### src/rtl/dw_psum_pkg.sv
// Shared constants and width helpers for the prod-sum accumulate pipe.
// Widths are derived from operand sizes so the dot product is always exact.
package dw_psum_pkg;

  localparam bit SAT_WRAP  = 1'b0;
  localparam bit SAT_CLAMP = 1'b1;

  function automatic int clog2(input int n);
    int r;
    r = 0;
    for (int i = 0; i < 31; i++)
      if ((1 << i) < n) r = i + 1;
    return r;
  endfunction

  function automatic int PROD_W(input int aw, input int bw);
    return aw + bw;
  endfunction

  // Sum of n products of width aw+bw never exceeds this many bits.
  function automatic int DOT_W(input int aw, input int bw, input int n);
    return aw + bw + clog2(n);
  endfunction

endpackage

### src/rtl/dw_psum_sat.sv
// Range reduction from IN_W to OUT_W bits, signed or unsigned per tc.
// Out-of-range values wrap or clamp per mode; viol flags either case.
module dw_psum_sat
  import dw_psum_pkg::*;
#(
  parameter int IN_W  = 17,
  parameter int OUT_W = 16
) (
  input  logic [IN_W-1:0]  value,
  input  logic             tc,
  input  logic             mode,
  output logic [OUT_W-1:0] result,
  output logic             viol
);

  // Wide enough to hold the input and one bit above the output sign bit.
  localparam int EW = (IN_W > OUT_W) ? IN_W : OUT_W + 1;

  logic [EW-1:0] ext;
  logic          neg;

  always_comb begin
    ext = EW'(value);
    if (tc && value[IN_W-1]) ext = ext | ~EW'({IN_W{1'b1}});
    neg = tc & ext[EW-1];
    if (tc) viol = !((ext[EW-1:OUT_W-1] == '0) || (ext[EW-1:OUT_W-1] == '1));
    else    viol = (ext[EW-1:OUT_W] != '0);
    result = ext[OUT_W-1:0];
    if (viol && (mode == SAT_CLAMP)) begin
      if (!tc) result = '1;
      else     result = {neg, {(OUT_W-1){~neg}}};
    end
  end

endmodule

### src/rtl/dw_prod_sum_acc_pipe.sv
// Handshaked sum-of-products pipe with per-group accumulation and saturation.
// The whole pipe advances as one unit whenever the output slot can take data.
module dw_prod_sum_acc_pipe
  import dw_psum_pkg::*;
#(
  parameter int A_WIDTH    = 8,
  parameter int B_WIDTH    = 8,
  parameter int NUM_INPUTS = 4,
  parameter int NUM_STAGES = 3,
  parameter int SUM_WIDTH  = 24,
  parameter int SAT_MODE   = 1
) (
  input  logic                          clk,
  input  logic                          rst_n,
  input  logic                          tc,
  input  logic                          in_valid,
  output logic                          in_ready,
  input  logic                          in_first,
  input  logic                          in_last,
  input  logic [A_WIDTH*NUM_INPUTS-1:0] a,
  input  logic [B_WIDTH*NUM_INPUTS-1:0] b,
  output logic                          out_valid,
  input  logic                          out_ready,
  output logic [SUM_WIDTH-1:0]          sum,
  output logic                          ovf
);

  localparam int P_W  = PROD_W(A_WIDTH, B_WIDTH);
  localparam int D_W  = DOT_W(A_WIDTH, B_WIDTH, NUM_INPUTS);
  localparam int DLY  = NUM_STAGES - 2;
  localparam bit MODE = (SAT_MODE != 0) ? SAT_CLAMP : SAT_WRAP;

  // Operands are signed or unsigned per beat, so extension is done by hand.
  function automatic logic [D_W-1:0] ext_dot(input logic [P_W-1:0] v, input logic s);
    logic [D_W-1:0] r;
    r = D_W'(v);
    if (s && v[P_W-1]) r = r | ~D_W'({P_W{1'b1}});
    return r;
  endfunction

  logic adv;
  assign adv      = !out_valid || out_ready;
  assign in_ready = adv;

  // ---- stage 1: lane products ----
  logic [P_W-1:0] prod_c  [NUM_INPUTS];
  logic [P_W-1:0] prod_p1 [NUM_INPUTS];
  logic           vld_p1, tc_p1, first_p1, last_p1;

  always_comb begin
    for (int i = 0; i < NUM_INPUTS; i++)
      prod_c[i] = {{B_WIDTH{tc & a[A_WIDTH*i + A_WIDTH-1]}}, a[A_WIDTH*i +: A_WIDTH]} *
                  {{A_WIDTH{tc & b[B_WIDTH*i + B_WIDTH-1]}}, b[B_WIDTH*i +: B_WIDTH]};
  end

  always_ff @(posedge clk or negedge rst_n) begin
    if (!rst_n) begin
      vld_p1   <= 1'b0;
      tc_p1    <= 1'b0;
      first_p1 <= 1'b0;
      last_p1  <= 1'b0;
    end else if (adv) begin
      vld_p1   <= in_valid;
      tc_p1    <= tc;
      first_p1 <= in_first;
      last_p1  <= in_last;
    end
  end

  always_ff @(posedge clk) begin
    if (adv)
      for (int i = 0; i < NUM_INPUTS; i++) prod_p1[i] <= prod_c[i];
  end

  // ---- stages 2..NUM_STAGES-1: adder tree and delay ----
  logic [D_W-1:0] dot_c, dot_f;
  logic           vld_f, tc_f, first_f, last_f;

  always_comb begin
    dot_c = '0;
    for (int i = 0; i < NUM_INPUTS; i++) dot_c = dot_c + ext_dot(prod_p1[i], tc_p1);
  end

  generate
    if (DLY == 0) begin : g_nodly
      assign dot_f   = dot_c;
      assign vld_f   = vld_p1;
      assign tc_f    = tc_p1;
      assign first_f = first_p1;
      assign last_f  = last_p1;
    end else begin : g_dly
      logic [D_W-1:0] dot_p2   [DLY];
      logic           vld_p2   [DLY];
      logic           tc_p2    [DLY];
      logic           first_p2 [DLY];
      logic           last_p2  [DLY];

      always_ff @(posedge clk or negedge rst_n) begin
        if (!rst_n) begin
          for (int k = 0; k < DLY; k++) begin
            vld_p2[k]   <= 1'b0;
            tc_p2[k]    <= 1'b0;
            first_p2[k] <= 1'b0;
            last_p2[k]  <= 1'b0;
          end
        end else if (adv) begin
          vld_p2[0]   <= vld_p1;
          tc_p2[0]    <= tc_p1;
          first_p2[0] <= first_p1;
          last_p2[0]  <= last_p1;
          for (int k = 1; k < DLY; k++) begin
            vld_p2[k]   <= vld_p2[k-1];
            tc_p2[k]    <= tc_p2[k-1];
            first_p2[k] <= first_p2[k-1];
            last_p2[k]  <= last_p2[k-1];
          end
        end
      end

      always_ff @(posedge clk) begin
        if (adv) begin
          dot_p2[0] <= dot_c;
          for (int k = 1; k < DLY; k++) dot_p2[k] <= dot_p2[k-1];
        end
      end

      assign dot_f   = dot_p2[DLY-1];
      assign vld_f   = vld_p2[DLY-1];
      assign tc_f    = tc_p2[DLY-1];
      assign first_f = first_p2[DLY-1];
      assign last_f  = last_p2[DLY-1];
    end
  endgenerate

  // ---- final stage: accumulate, range check, output register ----
  logic [SUM_WIDTH-1:0] dot_s, acc, nxt;
  logic [SUM_WIDTH:0]   sum_in;
  logic                 dot_viol, acc_viol, grp_ovf, grp_ovf_nxt;

  dw_psum_sat #(.IN_W(D_W), .OUT_W(SUM_WIDTH)) u_sat_dot (
    .value  (dot_f),
    .tc     (tc_f),
    .mode   (MODE),
    .result (dot_s),
    .viol   (dot_viol)
  );

  assign sum_in = first_f ? {tc_f & dot_s[SUM_WIDTH-1], dot_s}
                          : {tc_f & dot_s[SUM_WIDTH-1], dot_s} + {tc_f & acc[SUM_WIDTH-1], acc};

  dw_psum_sat #(.IN_W(SUM_WIDTH+1), .OUT_W(SUM_WIDTH)) u_sat_acc (
    .value  (sum_in),
    .tc     (tc_f),
    .mode   (MODE),
    .result (nxt),
    .viol   (acc_viol)
  );

  assign grp_ovf_nxt = (!first_f & grp_ovf) | dot_viol | acc_viol;

  always_ff @(posedge clk or negedge rst_n) begin
    if (!rst_n) begin
      acc       <= '0;
      grp_ovf   <= 1'b0;
      sum       <= '0;
      ovf       <= 1'b0;
      out_valid <= 1'b0;
    end else if (adv) begin
      if (vld_f) begin
        acc     <= nxt;
        grp_ovf <= grp_ovf_nxt;
        if (last_f) begin
          sum <= nxt;
          ovf <= grp_ovf_nxt;
        end
      end
      out_valid <= vld_f & last_f;
    end
  end

endmodule

### config.mk
export PLATFORM = sky130hd
export DESIGN_NAME = dw_prod_sum_acc_pipe
export DESIGN_NICKNAME = d
export VERILOG_FILES = /design/src/rtl/dw_psum_pkg.sv /design/src/rtl/dw_psum_sat.sv /design/src/rtl/dw_prod_sum_acc_pipe.sv
export SDC_FILE = /design/constraint.sdc
export NUM_CORES = 1
export LEC_CHECK = 0
export CAP_MARGIN = 5
export CORE_MARGIN = 2
export CORE_UTILIZATION = 45
export CTS_BUF_LIST = sky130_fd_sc_hd__clkbuf_4 sky130_fd_sc_hd__clkbuf_8
export DETAILED_ROUTE_END_ITERATION = 8
export PLACE_DENSITY = 0.71
export SYNTH_ARGS = -nofsm -noshare
export SYNTH_HDL_FRONTEND = slang
export SYNTH_HIERARCHICAL = 1
export SYNTH_SLANG_ARGS = --single-unit
export TNS_END_PERCENT = 5
### constraint.sdc
create_clock -name clk -period 5.9 [get_ports clk]
set_input_delay 1.18 -clock clk [delete_from_list [all_inputs] [get_ports clk]]
set_output_delay 1.18 -clock clk [all_outputs]
set_load 0.005 [all_outputs]
==> results of run 1 <==
-- cell type report --
| type | count | area [sq um] | area share [%] |
|---|---|---|---|
| Timing Repair Buffer | 293 | 2470 | 11.1 |
| Inverter | 348 | 1310 | 5.88 |
| Tap cell | 539 | 674 | 3.03 |
| Clock inverter | 13 | 165 | 0.743 |
| Sequential cell | 141 | 3940 | 17.7 |
| Clock buffer | 19 | 249 | 1.12 |
| Multi-Input combinational cell | 1316 | 13400 | 60.4 |
-- worst max-delay path, cell delays in order --
cell and delay [ns]:
clkdlybuf4s50_1 0.55, buf_4 0.15, nand2_1 0.06, fa_1 0.51, inv_1 0.05, fa_1 0.49, inv_1 0.05, fa_1 0.47
inv_1 0.05, fa_1 0.47, ha_1 0.32, ha_1 0.33, nor2b_1 0.16, o21ai_2 0.17, a21boi_2 0.09, o21ai_1 0.13
nand2b_1 0.09, a21o_1 0.19, a21oi_2 0.16, o21ai_1 0.10, xnor2_1 0.13
-- kinds of logic (layout without fill, tap and decap cells) --
logic type | count (synthesis) | after routing
muxes | 59 | 59
xor gates and xnor gates | 106 | 106
AOI/OAI and AO/OA | 216 | 216
buffers and inverters | 433 | 673
adders and majority gates | 460 | 460
other | 2 | 2
and+or+nand+nor | 473 | 473
DFF | 141 | 141
-- metrics by stage --
step | TNS, ns | power [uW] | area, sq um | instances | hold slack (ns)
2_1_floorplan | -0.101 | 10300 | 19000 | 1890 | 0.446
3_3_place_gp | -11.50 | 12900 | 21700 | 2637 | 0.463
3_5_place_dp | -14.99 | 13200 | 21700 | 2637 | 0.486
4_1_cts | 0 | 14100 | 22200 | 2669 | 0.504
5_1_grt | -0.0573 | 15600 | 22200 | 2669 | 0.528
6_report | 0 | 14100 | 22200 | 2669 | 0.497
-- worst max-delay path by stage --
stage	endpoint	cells after the start
floorplan	prod_p1[1][15]	21
finish	prod_p1[0][15]	21
detailed placement	prod_p1[2][15]	21
global route	prod_p1[3][15]	20
global placement	prod_p1[1][15]	21
CTS	prod_p1[0][15]	19
-- cell usage after synthesis, drive strengths merged, types with 3 or more instances --
cell type	count	area share, %
o21bai	16	0.63
nand3	14	0.40
dfrtp	59	7.8
and2	162	5.3
xor2	22	1.0
and3	12	0.40
buf	23	0.81
or3	3	0.099
nor2	53	1.0
mux2	57	3.4
xnor2	84	3.9
a21oi	48	1.3
o21ai	53	1.5
or2	9	0.30
inv	348	6.9
nand2b	8	0.26
fa	287	30
clkbuf	62	1.2
nor3	9	0.24
a21o	17	0.67
o21a	4	0.16
nand2	181	3.6
edfxtp	82	13
ha	173	11
a31oi	30	1.1
nor2b	12	0.43
o221ai	23	1.1
a21boi	7	0.34
nand3b	5	0.26
-- flip-flops by register name, summed over array words and instances (netlist names) --
| register | count |
|---|---|
| acc | 24 |
| first_f | 1 |
| first_p1 | 1 |
| g_dly.dot_p2 | 18 |
| g_dly.last_p2 | 1 |
| g_dly.tc_p2 | 1 |
| g_dly.vld_p2 | 1 |
| grp_ovf | 1 |
| last_p1 | 1 |
| out_valid | 1 |
| ovf | 1 |
| prod_p1 | 64 |
| sum | 24 |
| tc_p1 | 1 |
| vld_p1 | 1 |
-- per-layer routing --
layer  up-vias  part of all wire [%]
met2       319                    50
met4         0                   1.7
met5         -                     0
met3        47                   4.3
met1      6750                    44
li1       6409                     -
-- power by group --
| part | switching [uW] | internal [uW] |
|---|---|---|
| clock | 384 | 429 |
| sequential | 343 | 2090 |
| combinational | 5560 | 5330 |
-- what timing repair did --
item | CTS | global route
gates resized for setup | 4 | 31
pin swaps | 0 | 11
setup endpoints to repair | 16 | 12
==> impl_metrics.ini, run 1 <==
[global_routing]
overflow = 0
met2_usage_pct = 34.1
grt_antenna_before_repair = 0
grt_pass1_vias = 14542
grt_usage_pct = 19.5
use_met3_pct = 2.48
use_met1_pct = 25.8
grt_max_degree = 91
top_usage_layer = met2
grt_pass1_wl_mm = 69.5

[logic_synthesis]
syn_area_sq_um = 19000
synth_xor_area_share_pct = 4.89
yosys.cell_types.count = 63
synth_fa_ha_area_share_pct = 41.6
synth_seq_area_share_pct = 20.7
post_synth.cell_area_avg_sq_um = 10.0
synth_top_family_by_area = adder cells
synth_edf_count = 82
synth.mux.area_fraction_pct = 3.48
ys_ff_latch = 141
synth_compound_area_share_pct = 7.74
yosys_warnings = 6
async_reset_ff_share_pct = 41.8
synthSimpleGateAreaFrac_pct = 12.5
syn-num-nets = 2421
yosys_most_used_dff = edfxtp_1
synth_cells = 1890

[routing]
wl_per_cell_um = 15.1
num_vias = 13525
vias_per_cell = 5.07
drt_drc_violations_left = 0
ant_nets = 0
dr.pass1.iters = 8
drt_iter0_drc = 804
wirelength_mm = 40.3

[final_layout]
utilization_pct = 53.2
layout_common_cells = inv_1, fa_1, buf_4
fillers = 3662
antenna_cells = 0
final_nets = 2648
final_common_cell = inv_1
drive_above_1_share_pct = 15.4
syn_to_final_growth_pct = 17.0

[power_and_ir_drop]
p_leak_uw = 0.0108
powerDensity_nw_per_um2 = 636
ir_drop_mv = 0.646

[clock_tree]
post-cts-setup-buffers = 0
cts_buffers = 17
root_buffer = clkbuf_8
clockBufferDepth = 2
cts_max_level = 4
clk_pin_slew_ns = 0.08
cts_hold_buf = 0
cts.sinks = 141
clock_latency_ns = 0.45
cts_tree = yes

[sta]
fin_crit_sh_pct = 96.8
relSlewSlack_pct = 25.7
fmax_ghz = 0.175
worstMarginPinSlew_ns = 1.11
final_hold_viol_count = 0
setup_violations = 0
finalWorstSetupSlack_ns = 0.189
fin_worst_skew_ns = 0.0152
min_period_ns = 5.71
maxSlewViolCount = 0
rsz0062_at_grt = true

[die]
core_sq_um = 41800
num_rows = 75
fp.dieW_um = 209
io_pins = 98
die_area_sq_um = 43900
die_h_um = 209
initial_core_util_pct = 45.5

[critical_path]
reg2reg_to = acc[7]
timing.rr.start = g_dly.dot_p2[0][4]
worstSetupPathType = in -> reg
cp.arrival_ns = 5.91
r2r_cells = 14
path_max_fanout = 3
endpoint_kind = flip-flop
start_kind = input pin
r2r_setup_slack_ns = 1.57
crit_start = a[6]
worstPathRequired_ns = 6.10

[min_path]
min_to = first_f
hold_depth = 2
hp-start = first_p1
hp-class = reg -> reg

[run_status]
status = finished, final reports clean

[place]
place.gp.congestion = 0.879
hpwlAfterDp_mm = 33.6
place_ws_ns = -0.840
io_buffers = 97

[flow_run]
drv_cap = 0
No activity file was read; power rests on OpenSTA's default activity.
==> inputs of run 2 (changes only) <==
--- a/constraint.sdc
+++ b/constraint.sdc
@@ -3,2 +3,2 @@
 set_output_delay 1.18 -clock clk [all_outputs]
-set_load 0.005 [all_outputs]
+set_load 0.01 [all_outputs]
==> results of run 2 <==
The final DEF is identical to that of run 1. Status: finished, final reports clean.
Among the figures that moved: total power 14100 uW -> 14200 uW; worst IR drop on VDD 0.646 mV -> 0.647 mV
